[config.mk]
export PLATFORM = sky130hd
export DESIGN_NAME = muldiv_hilo_controller_flat
export DESIGN_NICKNAME = d
export VERILOG_FILES = /design/src/rtl/muldiv_hilo_controller_if.sv /design/src/rtl/muldiv_hilo_controller.sv /design/src/flat_wrapper.sv
export SDC_FILE = /design/constraint.sdc
export NUM_CORES = 1
export LEC_CHECK = 0
export CAP_MARGIN = 30
export CORE_MARGIN = 3
export CORE_UTILIZATION = 40
export CTS_CLUSTER_DIAMETER = 120
export DETAILED_ROUTE_END_ITERATION = 7
export DONT_BUFFER_PORTS = 1
export PLACE_DENSITY_LB_ADDON = 0.12
export RECOVER_POWER = 50
export SLEW_MARGIN = 0
export SYNTH_ARGS = -nofsm -noshare
export SYNTH_HDL_FRONTEND = slang
export SYNTH_SLANG_ARGS = --single-unit
[constraint.sdc]
create_clock -name Clk -period 6.6 [get_ports Clk]
set_input_delay 1.32 -clock Clk [delete_from_list [all_inputs] [get_ports Clk]]
set_output_delay 1.32 -clock Clk [all_outputs]
set_load 0.01 [all_outputs]
[src/rtl/muldiv_hilo_controller_if.sv]
// Request/response bundle between the EX stage and the HI/LO mul/div sequencer.
// Cancel exists only when MULDIV_CANCEL_EN is defined.
interface muldiv_hilo_controller_if #(
  parameter int unsigned DATA_WIDTH = 32
);
  logic                  Start;
  logic [1:0]            Op;
  logic [DATA_WIDTH-1:0] OperandA;
  logic [DATA_WIDTH-1:0] OperandB;
  logic                  ReadHiLo;
`ifdef MULDIV_CANCEL_EN
  logic                  Cancel;
`endif
  logic                  Busy;
  logic                  Stall;
  logic [DATA_WIDTH-1:0] Hi;
  logic [DATA_WIDTH-1:0] Lo;
  logic                  Done;
  logic                  DivByZero;

  modport master (
    output Start, Op, OperandA, OperandB, ReadHiLo,
`ifdef MULDIV_CANCEL_EN
    output Cancel,
`endif
    input  Busy, Stall, Hi, Lo, Done, DivByZero
  );

  modport slave (
    input  Start, Op, OperandA, OperandB, ReadHiLo,
`ifdef MULDIV_CANCEL_EN
    input  Cancel,
`endif
    output Busy, Stall, Hi, Lo, Done, DivByZero
  );
endinterface

[src/rtl/muldiv_hilo_controller.sv]
// MULT/MULTU/DIV/DIVU sequencer owning HI/LO: radix-2 shift-add multiply, restoring divide.
// Optional flush input Cancel is enabled by defining MULDIV_CANCEL_EN.
module muldiv_hilo_controller #(
  parameter int unsigned           DATA_WIDTH = 32,
  parameter logic [DATA_WIDTH-1:0] HILO_RESET = '0
) (
  input logic                     Clk,
  input logic                     Reset,
  muldiv_hilo_controller_if.slave bus
);
  localparam int unsigned W  = DATA_WIDTH;
  localparam int unsigned CW = (W > 1) ? $clog2(W) : 1;

  typedef enum logic [1:0] {IDLE, RUN, FIX} state_t;

  state_t        state;
  logic [CW-1:0] count;
  logic          is_div, sign_a, sign_b;
  logic [W-1:0]  mag_a, mag_b, acc_hi, acc_lo;
  logic [W-1:0]  hi_q, lo_q;
  logic          done_q, dbz_q;
  logic          cancel;

`ifdef MULDIV_CANCEL_EN
  assign cancel = bus.Cancel;
`else
  assign cancel = 1'b0;
`endif

  // Operand capture: signed ops work on magnitudes, signs are reapplied in FIX
  logic         in_signed, in_sign_a, in_sign_b;
  logic [W-1:0] in_mag_a, in_mag_b;
  assign in_signed = ~bus.Op[0];
  assign in_sign_a = in_signed & bus.OperandA[W-1];
  assign in_sign_b = in_signed & bus.OperandB[W-1];
  assign in_mag_a  = in_sign_a ? -bus.OperandA : bus.OperandA;
  assign in_mag_b  = in_sign_b ? -bus.OperandB : bus.OperandB;

  // Multiply step: acc_lo holds the remaining multiplier bits, product shifts in from the top
  logic [W-1:0] addend;
  logic [W:0]   add_sum;
  assign addend  = acc_lo[0] ? mag_a : '0;
  assign add_sum = {1'b0, acc_hi} + {1'b0, addend};

  // Divide step: acc_hi is the partial remainder, acc_lo shifts dividend out and quotient in
  logic [W:0] shifted, diff;
  logic       fits;
  assign shifted = {acc_hi, acc_lo[W-1]};
  assign diff    = shifted - {1'b0, mag_b};
  assign fits    = (shifted >= {1'b0, mag_b});

  logic [2*W-1:0] prod, prod_fix;
  logic [W-1:0]   quo_fix, rem_fix, raw_a;
  logic           div_zero;
  assign prod     = {acc_hi, acc_lo};
  assign prod_fix = (sign_a ^ sign_b) ? -prod : prod;
  assign quo_fix  = (sign_a ^ sign_b) ? -acc_lo : acc_lo;
  assign rem_fix  = sign_a ? -acc_hi : acc_hi;
  assign raw_a    = sign_a ? -mag_a : mag_a;
  assign div_zero = (mag_b == '0);

  always_ff @(posedge Clk or posedge Reset) begin
    if (Reset) begin
      state  <= IDLE;
      count  <= '0;
      is_div <= 1'b0;
      sign_a <= 1'b0;
      sign_b <= 1'b0;
      mag_a  <= '0;
      mag_b  <= '0;
      acc_hi <= '0;
      acc_lo <= '0;
      hi_q   <= HILO_RESET;
      lo_q   <= HILO_RESET;
      done_q <= 1'b0;
      dbz_q  <= 1'b0;
    end else begin
      done_q <= 1'b0;
      dbz_q  <= 1'b0;
      case (state)
        IDLE: begin
          if (bus.Start && !cancel) begin
            is_div <= bus.Op[1];
            sign_a <= in_sign_a;
            sign_b <= in_sign_b;
            mag_a  <= in_mag_a;
            mag_b  <= in_mag_b;
            acc_hi <= '0;
            acc_lo <= bus.Op[1] ? in_mag_a : in_mag_b;
            count  <= '0;
            state  <= RUN;
          end
        end
        RUN: begin
          if (cancel) begin
            state <= IDLE;
          end else begin
            if (is_div) begin
              acc_hi <= fits ? diff[W-1:0] : shifted[W-1:0];
              acc_lo <= {acc_lo[W-2:0], fits};
            end else begin
              {acc_hi, acc_lo} <= {add_sum, acc_lo[W-1:1]};
            end
            if (count == CW'(W - 1)) state <= FIX;
            else                     count <= count + 1'b1;
          end
        end
        FIX: begin
          state <= IDLE;
          if (!cancel) begin
            done_q <= 1'b1;
            if (is_div) begin
              if (div_zero) begin
                hi_q  <= raw_a;
                lo_q  <= '1;
                dbz_q <= 1'b1;
              end else begin
                hi_q <= rem_fix;
                lo_q <= quo_fix;
              end
            end else begin
              {hi_q, lo_q} <= prod_fix;
            end
          end
        end
        default: state <= IDLE;
      endcase
    end
  end

  assign bus.Busy      = (state == RUN) || (state == FIX);
  assign bus.Stall     = bus.Busy & (bus.ReadHiLo | bus.Start);
  assign bus.Hi        = hi_q;
  assign bus.Lo        = lo_q;
  assign bus.Done      = done_q;
  assign bus.DivByZero = dbz_q;
endmodule

[src/flat_wrapper.sv]
// flat-port wrapper written by rule: the top's interface ports become plain ports
module muldiv_hilo_controller_flat 
#(
  parameter int unsigned           DATA_WIDTH = 32,
  parameter logic [DATA_WIDTH-1:0] HILO_RESET = '0
)
  (Clk, Reset, bus_Start, bus_Op, bus_OperandA, bus_OperandB, bus_ReadHiLo, bus_Busy, bus_Stall, bus_Hi, bus_Lo, bus_Done, bus_DivByZero);
  muldiv_hilo_controller_if #(.DATA_WIDTH(DATA_WIDTH)) bus_i ();
  input logic Clk;
  input logic Reset;
  input wire logic [$bits(bus_i.Start)-1:0] bus_Start;
  input wire logic [$bits(bus_i.Op)-1:0] bus_Op;
  input wire logic [$bits(bus_i.OperandA)-1:0] bus_OperandA;
  input wire logic [$bits(bus_i.OperandB)-1:0] bus_OperandB;
  input wire logic [$bits(bus_i.ReadHiLo)-1:0] bus_ReadHiLo;
  output wire logic [$bits(bus_i.Busy)-1:0] bus_Busy;
  output wire logic [$bits(bus_i.Stall)-1:0] bus_Stall;
  output wire logic [$bits(bus_i.Hi)-1:0] bus_Hi;
  output wire logic [$bits(bus_i.Lo)-1:0] bus_Lo;
  output wire logic [$bits(bus_i.Done)-1:0] bus_Done;
  output wire logic [$bits(bus_i.DivByZero)-1:0] bus_DivByZero;
  assign bus_i.Start = bus_Start;
  assign bus_i.Op = bus_Op;
  assign bus_i.OperandA = bus_OperandA;
  assign bus_i.OperandB = bus_OperandB;
  assign bus_i.ReadHiLo = bus_ReadHiLo;
  assign bus_Busy = bus_i.Busy;
  assign bus_Stall = bus_i.Stall;
  assign bus_Hi = bus_i.Hi;
  assign bus_Lo = bus_i.Lo;
  assign bus_Done = bus_i.Done;
  assign bus_DivByZero = bus_i.DivByZero;
  muldiv_hilo_controller #(.DATA_WIDTH(DATA_WIDTH), .HILO_RESET(HILO_RESET)) u_core (.Clk(Clk), .Reset(Reset), .bus(bus_i));
endmodule
==> Yosys cells after proc, flatten, opt, wreduce, memory -nomap -nowiden <==
Cells that the tools add are included.
{ "word_totals": {"elab_cells": 72, "inputBits": 70, "ff_bits": 204, "output_inout_bits": 68} }
{ "classes": {"magnitude_cmp": 1, "add_sub_neg": 9, "bitwise": 6, "n_reduce_logical": 8, "n_eq_ne": 6, "n_mux": 29} }
{ "ops": {"columns": ["cell", "count"], "rows": [
  ["32-bit 2-to-1 mux", 16],
  ["32-bit negation", 5],
  ["32-bit one-hot mux with 2 select lines", 2],
  ["64-bit 2-to-1 mux", 1],
  ["64-bit negation", 1],
  ["32-bit by 32-bit adder with 33-bit output", 1],
  ["33-bit by 32-bit greater-or-equal comparator with 1-bit output", 1],
  ["32-bit zero test", 1],
  ["32-bit subtractor", 1],
  ["5-bit 2-to-1 mux", 2],
  ["5-bit one-hot mux with 2 select lines", 1],
  ["2-bit AND reduction", 3],
  ["5-bit by 1-bit adder with 5-bit output, second input constant", 1],
  ["5-bit == test, second input constant", 1],
  ["1-bit 2-to-1 mux", 4],
  ["2-bit 2-to-1 mux", 2],
  ["2-bit != test, second input constant", 2],
  ["2-bit one-hot mux with 2 select lines", 1],
  ["1-bit bitwise AND", 3],
  ["3-bit AND reduction", 1],
  ["2-bit by 1-bit == test with 1-bit output, second input constant", 1],
  ["2-bit == test, second input constant", 1],
  ["2-bit zero test", 1],
  ["2-bit by 1-bit != test with 1-bit output, second input constant", 1],
  ["other kinds (5)", 5]
]} }

==> Longest topological paths before layout <==
Gate-level depths: netlist of run 1.
{ "logic_depth": {"word_depth": 6, "ltp_mapped": 15, "depth_no_buf": 15} }

==> Least setup slack after synthesis of run 1 <==
Ideal clock, no wire load.
{ "synth_timing": {"kind": "input -> register", "startpoint": "input bus_OperandA[14]", "endpoint": "register u_core.acc_lo[29]", "required_ns": 6.533, "setup_ns": 0.067, "path_stages": 10, "path_buffers": 0, "t_arrival_ns": 3.926, "path_slack_ns": 2.607, "path_cell_list": "or4_4 > or3_4 > or4_4 > or4_4 > nor2_4 > nand2_2 > nand2_2 > xor2_2 > a2111oi_1 > a221o_1"} }
{ "synth_via": {"elab_chain_cells": 5} }
{ "synth_rtl": {"columns": ["element", "line_no", "rtl"], "rows": [
  ["start, declared", "flat_wrapper.sv:13", "input wire logic [$bits(bus_i.OperandA)-1:0] bus_OperandA;"],
  ["32-bit negation", "muldiv_hilo_controller.sv:36", "assign in_mag_a = in_sign_a ? -bus.OperandA : bus.OperandA;"],
  ["32-bit 2-to-1 mux", "muldiv_hilo_controller.sv:36", null],
  ["32-bit 2-to-1 mux", "muldiv_hilo_controller.sv:89", "acc_lo <= bus.Op[1] ? in_mag_a : in_mag_b;"],
  ["32-bit 2-to-1 mux", "muldiv_hilo_controller.sv:82", "if (bus.Start && !cancel) begin"],
  ["32-bit one-hot mux with 2 select lines", "muldiv_hilo_controller.sv:80", "case (state)"],
  ["end signal, assigned", "muldiv_hilo_controller.sv:89", null],
  ["end signal, assigned", "muldiv_hilo_controller.sv:100", "acc_lo <= {acc_lo[W-2:0], fits};"],
  ["end signal, assigned", "muldiv_hilo_controller.sv:102", "{acc_hi, acc_lo} <= {add_sum, acc_lo[W-1:1]};"],
  ["end, declared", "muldiv_hilo_controller.sv:19", "logic [W-1:0] mag_a, mag_b, acc_hi, acc_lo;"]
]} }
Every way passes these cells. The select of a mux whose other input is x is not followed.
A chain may end at the register's enable or synchronous reset.

==> Worst setup path after layout of run 1 <==
{ "layout_timing": {"startpoint": "register u_core.acc_lo[22]", "endpoint": "register u_core.hi_q[1], in the netlist u_core.bus.Hi[1]"} }
{ "layout_via": {"elab_chain_cells": 3} }
{ "layout_rtl": {"columns": ["element", "line_no", "rtl"], "rows": [
  ["64-bit negation", "muldiv_hilo_controller.sv:56", "assign prod_fix = (sign_a ^ sign_b) ? -prod : prod;"],
  ["64-bit 2-to-1 mux", "muldiv_hilo_controller.sv:56", null],
  ["32-bit 2-to-1 mux", "muldiv_hilo_controller.sv:112", "if (is_div) begin"],
  ["end signal, assigned", "muldiv_hilo_controller.sv:114", "hi_q <= raw_a;"],
  ["end signal, assigned", "muldiv_hilo_controller.sv:118", "hi_q <= rem_fix;"],
  ["end signal, assigned", "muldiv_hilo_controller.sv:122", "{hi_q, lo_q} <= prod_fix;"],
  ["end, declared", "muldiv_hilo_controller.sv:20", "logic [W-1:0] hi_q, lo_q;"]
]} }
Every way passes these cells.

==> results of run 1 <==
cell families after synthesis:
logic type | synth area share (%)
mux | 3.71
buf+inv | 4.91
xor+xnor | 12.0
flops | 30.4
fa+ha+maj | 5.75
compound gates | 24.0
simple gates | 19.3
how the worst max path moves through the flow:
stage,startpoint,end,slack [ns],cells after the start
2_1_floorplan,bus_OperandA[14],u_core.acc_lo[29],2.61,10
3_3_place_gp,u_core.acc_lo[22],u_core.bus.Hi[27],2.28,8
3_5_place_dp,u_core.acc_lo[22],u_core.bus.Hi[27],2.30,8
4_1_cts,u_core.acc_lo[22],u_core.bus.Hi[27],2.27,8
5_1_grt,u_core.acc_lo[22],u_core.bus.Hi[1],1.94,10
6_report,u_core.acc_lo[22],u_core.bus.Hi[1],2.17,10
per-layer routing:
metal / up-vias / wire (um)
li1: 7411 / -
met1: 7513 / 25800
met2: 435 / 27400
met3: 92 / 3050
met4: 0 / 2100
met5: - / 0
power breakdown:
| group | internal [mW] | switching [mW] | leakage, nW | total, mW |
|---|---|---|---|---|
| clock | 0.874 | 0.599 | 0.430 | 1.47 |
| combinational | 2.35 | 3.46 | 4.38 | 5.81 |
| sequential | 1.65 | 0.943 | 2.61 | 2.60 |
worst max-delay path: stages (launching register included):
cell and delay, ns:
dfrtp_1 0.47, or4_1 0.63, nor4_1 0.44, nand3_1 0.38, nor4_1 0.70, nand2_1 0.62
o21ai_0 0.39, xnor2_1 0.15, nor2_1 0.05, a21oi_1 0.26, a21oi_1 0.11
flip-flops by register name (all words and copies together), names as in the netlist:
register,count
u_core.acc_hi,32
u_core.acc_lo,32
u_core.bus.Hi,32
u_core.bus.Lo,32
u_core.mag_a,32
u_core.mag_b,32
u_core.count,5
u_core.state,2
u_core.bus.DivByZero,1
u_core.bus.Done,1
u_core.is_div,1
u_core.sign_a,1
u_core.sign_b,1
layout by cell type, fill, tap and decap left out, types with 23 or more instances in the layout:
master	netlist	layout
a21oi_1	176	174
a22oi_1	23	23
a31oi_1	37	37
and2_1	36	35
clkbuf_16	0	26
dfrtp_1	204	202
ha_1	74	74
inv_1	75	74
mux2i_1	51	51
nand2_1	235	234
nand2b_1	43	43
nor2_1	160	159
nor3_1	41	41
nor4_1	27	27
o21ai_0	210	210
o221ai_1	29	29
o22a_1	26	26
o31ai_1	39	39
xnor2_1	111	111
xor2_1	117	116
area by class of cell:
| type | instances | share of cell area (%) |
|---|---|---|
| Clock buffer | 38 | 4.19 |
| Antenna cell | 2 | 0.0277 |
| Multi-Input combinational cell | 1693 | 60.6 |
| Clock inverter | 9 | 0.701 |
| Inverter | 77 | 1.61 |
| Tap cell | 532 | 3.69 |
| Sequential cell | 204 | 28.3 |
| Timing Repair Buffer | 21 | 0.902 |
cell usage after synthesis, drive strengths merged, types with 22 or more instances:
cell type | count | area [sq um]
a21oi | 176 | 881
a31oi | 37 | 231
inv | 75 | 282
or3 | 22 | 148
nor4 | 28 | 181
nand2b | 43 | 269
o21ai | 212 | 1060
o22a | 26 | 228
clkbuf | 128 | 480
nor3 | 41 | 205
xnor2 | 111 | 972
a22oi | 23 | 173
ha | 74 | 926
nor2 | 161 | 612
xor2 | 118 | 1040
dfrtp | 204 | 5100
o31ai | 39 | 293
nand2 | 237 | 895
and2 | 37 | 231
o221ai | 29 | 254
mux2i | 51 | 510
metrics by stage:
step / hold WS [ns] / worst slack (ns)
6_report: 0.516 / 2.17
4_1_cts: 0.518 / 2.27
3_5_place_dp: 0.506 / 2.30
2_1_floorplan: 0.472 / 2.61
3_3_place_gp: 0.496 / 2.28
5_1_grt: 0.550 / 1.94
==> run summary, run 1 <==
count of flip-flops with a built-in enable after synthesis -> 0
vias in the first global route -> 15074
Total GRT Usage -> 25.9%
die area -> 0.0445 sq mm
Syn Area/Cell -> 7.95 sq um
Max Slew Vio Count -> 187
nature of the critical path startpoint -> register
final core occ -> 43.8%
Hold Fails Final Rpt -> 0
R2R Setup Slk -> 2.17 ns
Area Growth Syn to Fin -> 7.33%
Yosys cell types -> 72
CTS tree -> built
Avg WL per Cell -> 22.6 um
sequential fraction of the synthesis area -> 30.4%
r2r startpoint -> u_core.acc_lo[22]
Hold Path End -> u_core.mag_b[3]
fraction of the cycle the final worst path needs -> 67.1%
die width -> 211 um
# fillers -> 4172
CTS root buffer -> clkbuf_16
Placed Area -> 0.0172 sq mm
final setup fails -> 0
# port buffers -> 0
Hold Buf Count CTS -> 0
hold depth -> 2
CP max FO -> 16
first-pass iteration count of the detailed router -> 5
Worst Skew -> 0.0145 ns
IO Count -> 138
Slew Limit Headroom -> -63.1%
Detailed Route Iter0 Violations -> 1107
clock sinks -> 204
clk slew on worst S/H paths -> 0.06 ns
largest net degree at the start of global routing -> 164
post-route design area -> 0.0180 sq mm
Seq. cell area -> 0.00511 sq mm
Async S/R FF share, synth -> 100%
CTS H-tree lvls -> 1
Power Dens Cells -> 548 mW/mm^2
Die Height -> 211 um
nets -> 2169
leakage power -> 7.42 nW
first-pass GRT wire length -> 90700 um
layout cell share with drive strength beyond 1 -> 4.80%
Final Power -> 9.88 mW
row count -> 74
Synth Warn # -> 0
Placed Instances -> 2526
final std cells w/o fill -> 2576
Starting Density -> 40.8%
DRC Markers -> 0
total CTS buffers -> 26
maxcap violations -> 4
Routed WL -> 58300 um
failing checks -> max-capacitance violations, max-slew violations
met2 usage -> 43.5%
global route overflow -> 0
gr busiest metal -> met2
GP Congestion -> 0.897
clk_lat worst skew -> 0.57 ns
Hold Path Class -> reg -> reg
post-synthesis register bit count -> 204
post-detail-place hpwl -> 44800 um
Post-Syn Nets -> 2261
critical path type -> reg -> reg
met1 usage -> 34.8%
crit path capture type -> register
unrepaired setup endpoints after global routing -> false
clk buf depth -> 3
Hold Crit Start -> u_core.mag_b[3]
initial antenna violation count -> 1
TNS Setup -> 0 ns
Core ar. -> 0.0412 sq mm
vias -> 15451
FF-to-FF path depth -> 10
Setup Buffers After CTS -> 0
vias per inst -> 6.00
met3 usage -> 3.37%
worst path arrival time -> 4.78 ns
multi-input logic area -> 0.0109 sq mm
VDD IR max -> 370 uV
Detail Route Antenna Nets -> 0
mapped cell area -> 0.0168 sq mm
post-cts sizing count -> 0
min cycle time layout -> 4.43 ns
worst-margin pin slew -> 2.45 ns
Gate Count Post-Synth -> 2115
f_max -> 0.226 GHz
FF-to-FF End -> u_core.bus.Hi[1]
Worst Path Required -> 6.96 ns
outcome -> finished with violations
Main synth FF type -> dfrtp_1
Power figures use the tool's default switching activity.
==> inputs of run 2 (changes only) <==
==> constraint.sdc (replaced) <==
create_clock -name Clk -period 4 [get_ports Clk]
set_input_delay 0.8 -clock Clk [delete_from_list [all_inputs] [get_ports Clk]]
set_output_delay 0.8 -clock Clk [all_outputs]
set_load 0.01 [all_outputs]
==> run summary, run 2 (synthesized netlist as in run 1, its figures left out) <==
outcome -> finished with violations
failing checks -> max-capacitance violations, max-slew violations
post-detail-place hpwl -> 46200 um (+3.2%)
vias -> 15517 (+0.43%)
worst-margin pin slew -> 1.95 ns (-0.500 ns)
row count -> 74 (unchanged)
pre-CTS setup slack -> 0.395 ns (-1.91 ns)
clk_lat worst skew -> 0.58 ns (about the same)
Worst Skew -> 0.0239 ns (+0.00932 ns)
unrepaired setup endpoints after global routing -> false
Core ar. -> 0.0412 sq mm (unchanged)
initial antenna violation count -> 2 (+1)
NetSw -> 8.39 mW (+68%)
nets -> 2203 (+1.6%)
n_diodes -> 0 (-2)
Sequential Power Share -> 24.9% (-1.4 points)
first-pass iteration count of the detailed router -> 6 (+1)
post-cts sizing count -> 0 (unchanged)
VDD IR max -> 707 uV (+91%)
Hold Fails Final Rpt -> 0 (unchanged)
Routed WL -> 59800 um (+2.6%)
Setup Buffers After CTS -> 0 (unchanged)
Die Height -> 211 um (unchanged)
Hold Buf Count CTS -> 0 (unchanged)
sw frac -> 50.7% (+0.13 points)
CTS tree -> built
most common cell after layout, fill and taps aside -> nand2_1
Logic pwr share -> 61.1% (+2.3 points)
nature of the critical path startpoint -> register
fraction of the cycle the final worst path needs -> 88.6% (+22 points)
FF-to-FF path depth -> 12 (+2)
min cycle time layout -> 3.54 ns (-0.884 ns)
maxcap violations -> 1 (-3)
Max Slew Vio Count -> 71 (-62%)
Power Dens Cells -> 907 mW/mm^2 (+66%)
final worst slack -> 0.457 ns (-1.72 ns)
Detail Route Antenna Nets -> 0 (unchanged)
first-pass GRT wire length -> 91600 um (+1.1%)
most frequent cells in the layout -> nand2_1 (234), o21ai_0 (210), dfrtp_1 (202), a21oi_1 (174), nor2_1 (159)
Detailed Route Iter0 Violations -> 1253 (+13%)
Starting Density -> 40.8% (unchanged)
final setup fails -> 0 (unchanged)
GP Congestion -> 0.924 (+3.0%)
IO Count -> 138 (unchanged)
Power Internal -> 8.15 mW (+67%)
Clk network pwr share -> 14.0% (-0.9 points)
TNS Setup -> 0 ns (unchanged)
layout cell share with drive strength beyond 1 -> 6.51% (+1.7 points)
Crit. Startpoint -> u_core.acc_hi[1]
r2r startpoint -> u_core.acc_hi[1]
crit path capture type -> register
die width -> 211 um (unchanged)
leakage power -> 7.58 nW (+2.2%)
Area Growth Syn to Fin -> 8.52%
clk slew on worst S/H paths -> 0.06 ns (about the same)
largest net degree at the start of global routing -> 135 (-18%)
Total GRT Usage -> 26.5% (+0.55 points)
clk buf depth -> 3 (unchanged)
die area -> 0.0445 sq mm (unchanged)
vias in the first global route -> 15260 (+1.2%)
Avg WL per Cell -> 22.9 um (+1.4%)
CTS root buffer -> clkbuf_16
CP max FO -> 7 (-9)
FF-to-FF End -> u_core.bus.Hi[22]
global route overflow -> 0 (unchanged)
Hold Path Class -> in -> async
CTS H-tree lvls -> 1 (unchanged)
Slew Limit Headroom -> -29.8% (+33 points)
Worst Path Required -> 4.43 ns (-2.53 ns)
f_max -> 0.282 GHz (+25%)
# port buffers -> 0 (unchanged)
# fillers -> 4179 (+0.17%)
clock sinks -> 204 (unchanged)
worst path arrival time -> 3.98 ns (-0.80 ns)
critical path type -> reg -> reg
vias per inst -> 5.95 (-0.73%)
R2R Setup Slk -> 0.46 ns (-1.72 ns)
DRC Markers -> 0 (unchanged)
total CTS buffers -> 25 (-3.8%)
run 2: cell types whose count changed in the layout (fill, tap and decap cells not counted), moves of 2 or more:
| cell | previous run | this run |
|---|---|---|
| clkbuf_1 | 10 | 5 |
| buf_4 | 15 | 53 |
| diode_2 | 2 | 0 |
| clkinv_2 | 4 | 6 |
run 2: how the worst max path moves through the flow:
stage	slack, ns	endpoint
floorplan	0.53	u_core.acc_lo[29]
finish	0.46	u_core.bus.Hi[22]
CTS	0.48	u_core.bus.Hi[22]
global route	0.22	u_core.bus.Hi[22]
global placement	0.39	u_core.acc_lo[30]
detailed placement	0.39	u_core.acc_lo[30]
run 2: area by class of cell:
type | instances | area, sq um | area share (%)
flip-flops and latches | 204 | 5110 | 28.0
clock inverters | 8 | 80.1 | 0.439
clock buffers | 36 | 727 | 3.99
repair buffers | 56 | 443 | 2.43
well taps | 532 | 666 | 3.65
multi-input cells | 1693 | 10900 | 59.9
inverters | 77 | 290 | 1.59
run 2: stage by stage:
step | util (%) | std cells | instance area, sq um | hold WS (ns) | power, mW
CTS | 44.3 | 2606 | 18300 | 0.224 | 16.5
finish | 44.3 | 2606 | 18200 | 0.254 | 16.5
floorplan | - | 2115 | 16800 | 0.472 | 11.1
global route | 44.3 | 2606 | 18200 | 0.335 | 17.9
detailed placement | 42.4 | 2562 | 17500 | 0.510 | 14.2
global placement | 42.4 | 2562 | 17500 | 0.494 | 14.1
run 2: metal layers:
metal,wire (um),vias up,track usage (%)
li1,-,7453,-
met1,25800,7504,34.8
met2,27800,438,43.6
met3,3350,122,4.65
met4,2750,0,10.4
met5,0,-,0
run 2: power by group through the flow:
stage | sequential [mW] | clock (mW) | combinational, mW
2_1_floorplan | 3.36 | 0 | 7.70
3_3_place_gp | 4.11 | 0 | 10.0
3_5_place_dp | 4.13 | 0 | 10.0
4_1_cts | 4.09 | 2.36 | 10.1
5_1_grt | 4.20 | 2.44 | 11.3
6_report | 4.12 | 2.31 | 10.1
run 2: critical path: stages (launching register included):
cell and delay [ns]:
dfrtp_1 0.48, inv_1 0.20, ha_1 0.21, or3b_1 0.41, nor4_2 0.40, nand2_1 0.17
or3_1 0.39, or3_1 0.42, o21ai_0 0.24, xor2_1 0.17, o211ai_1 0.09, o21ai_0 0.14
a21oi_1 0.09
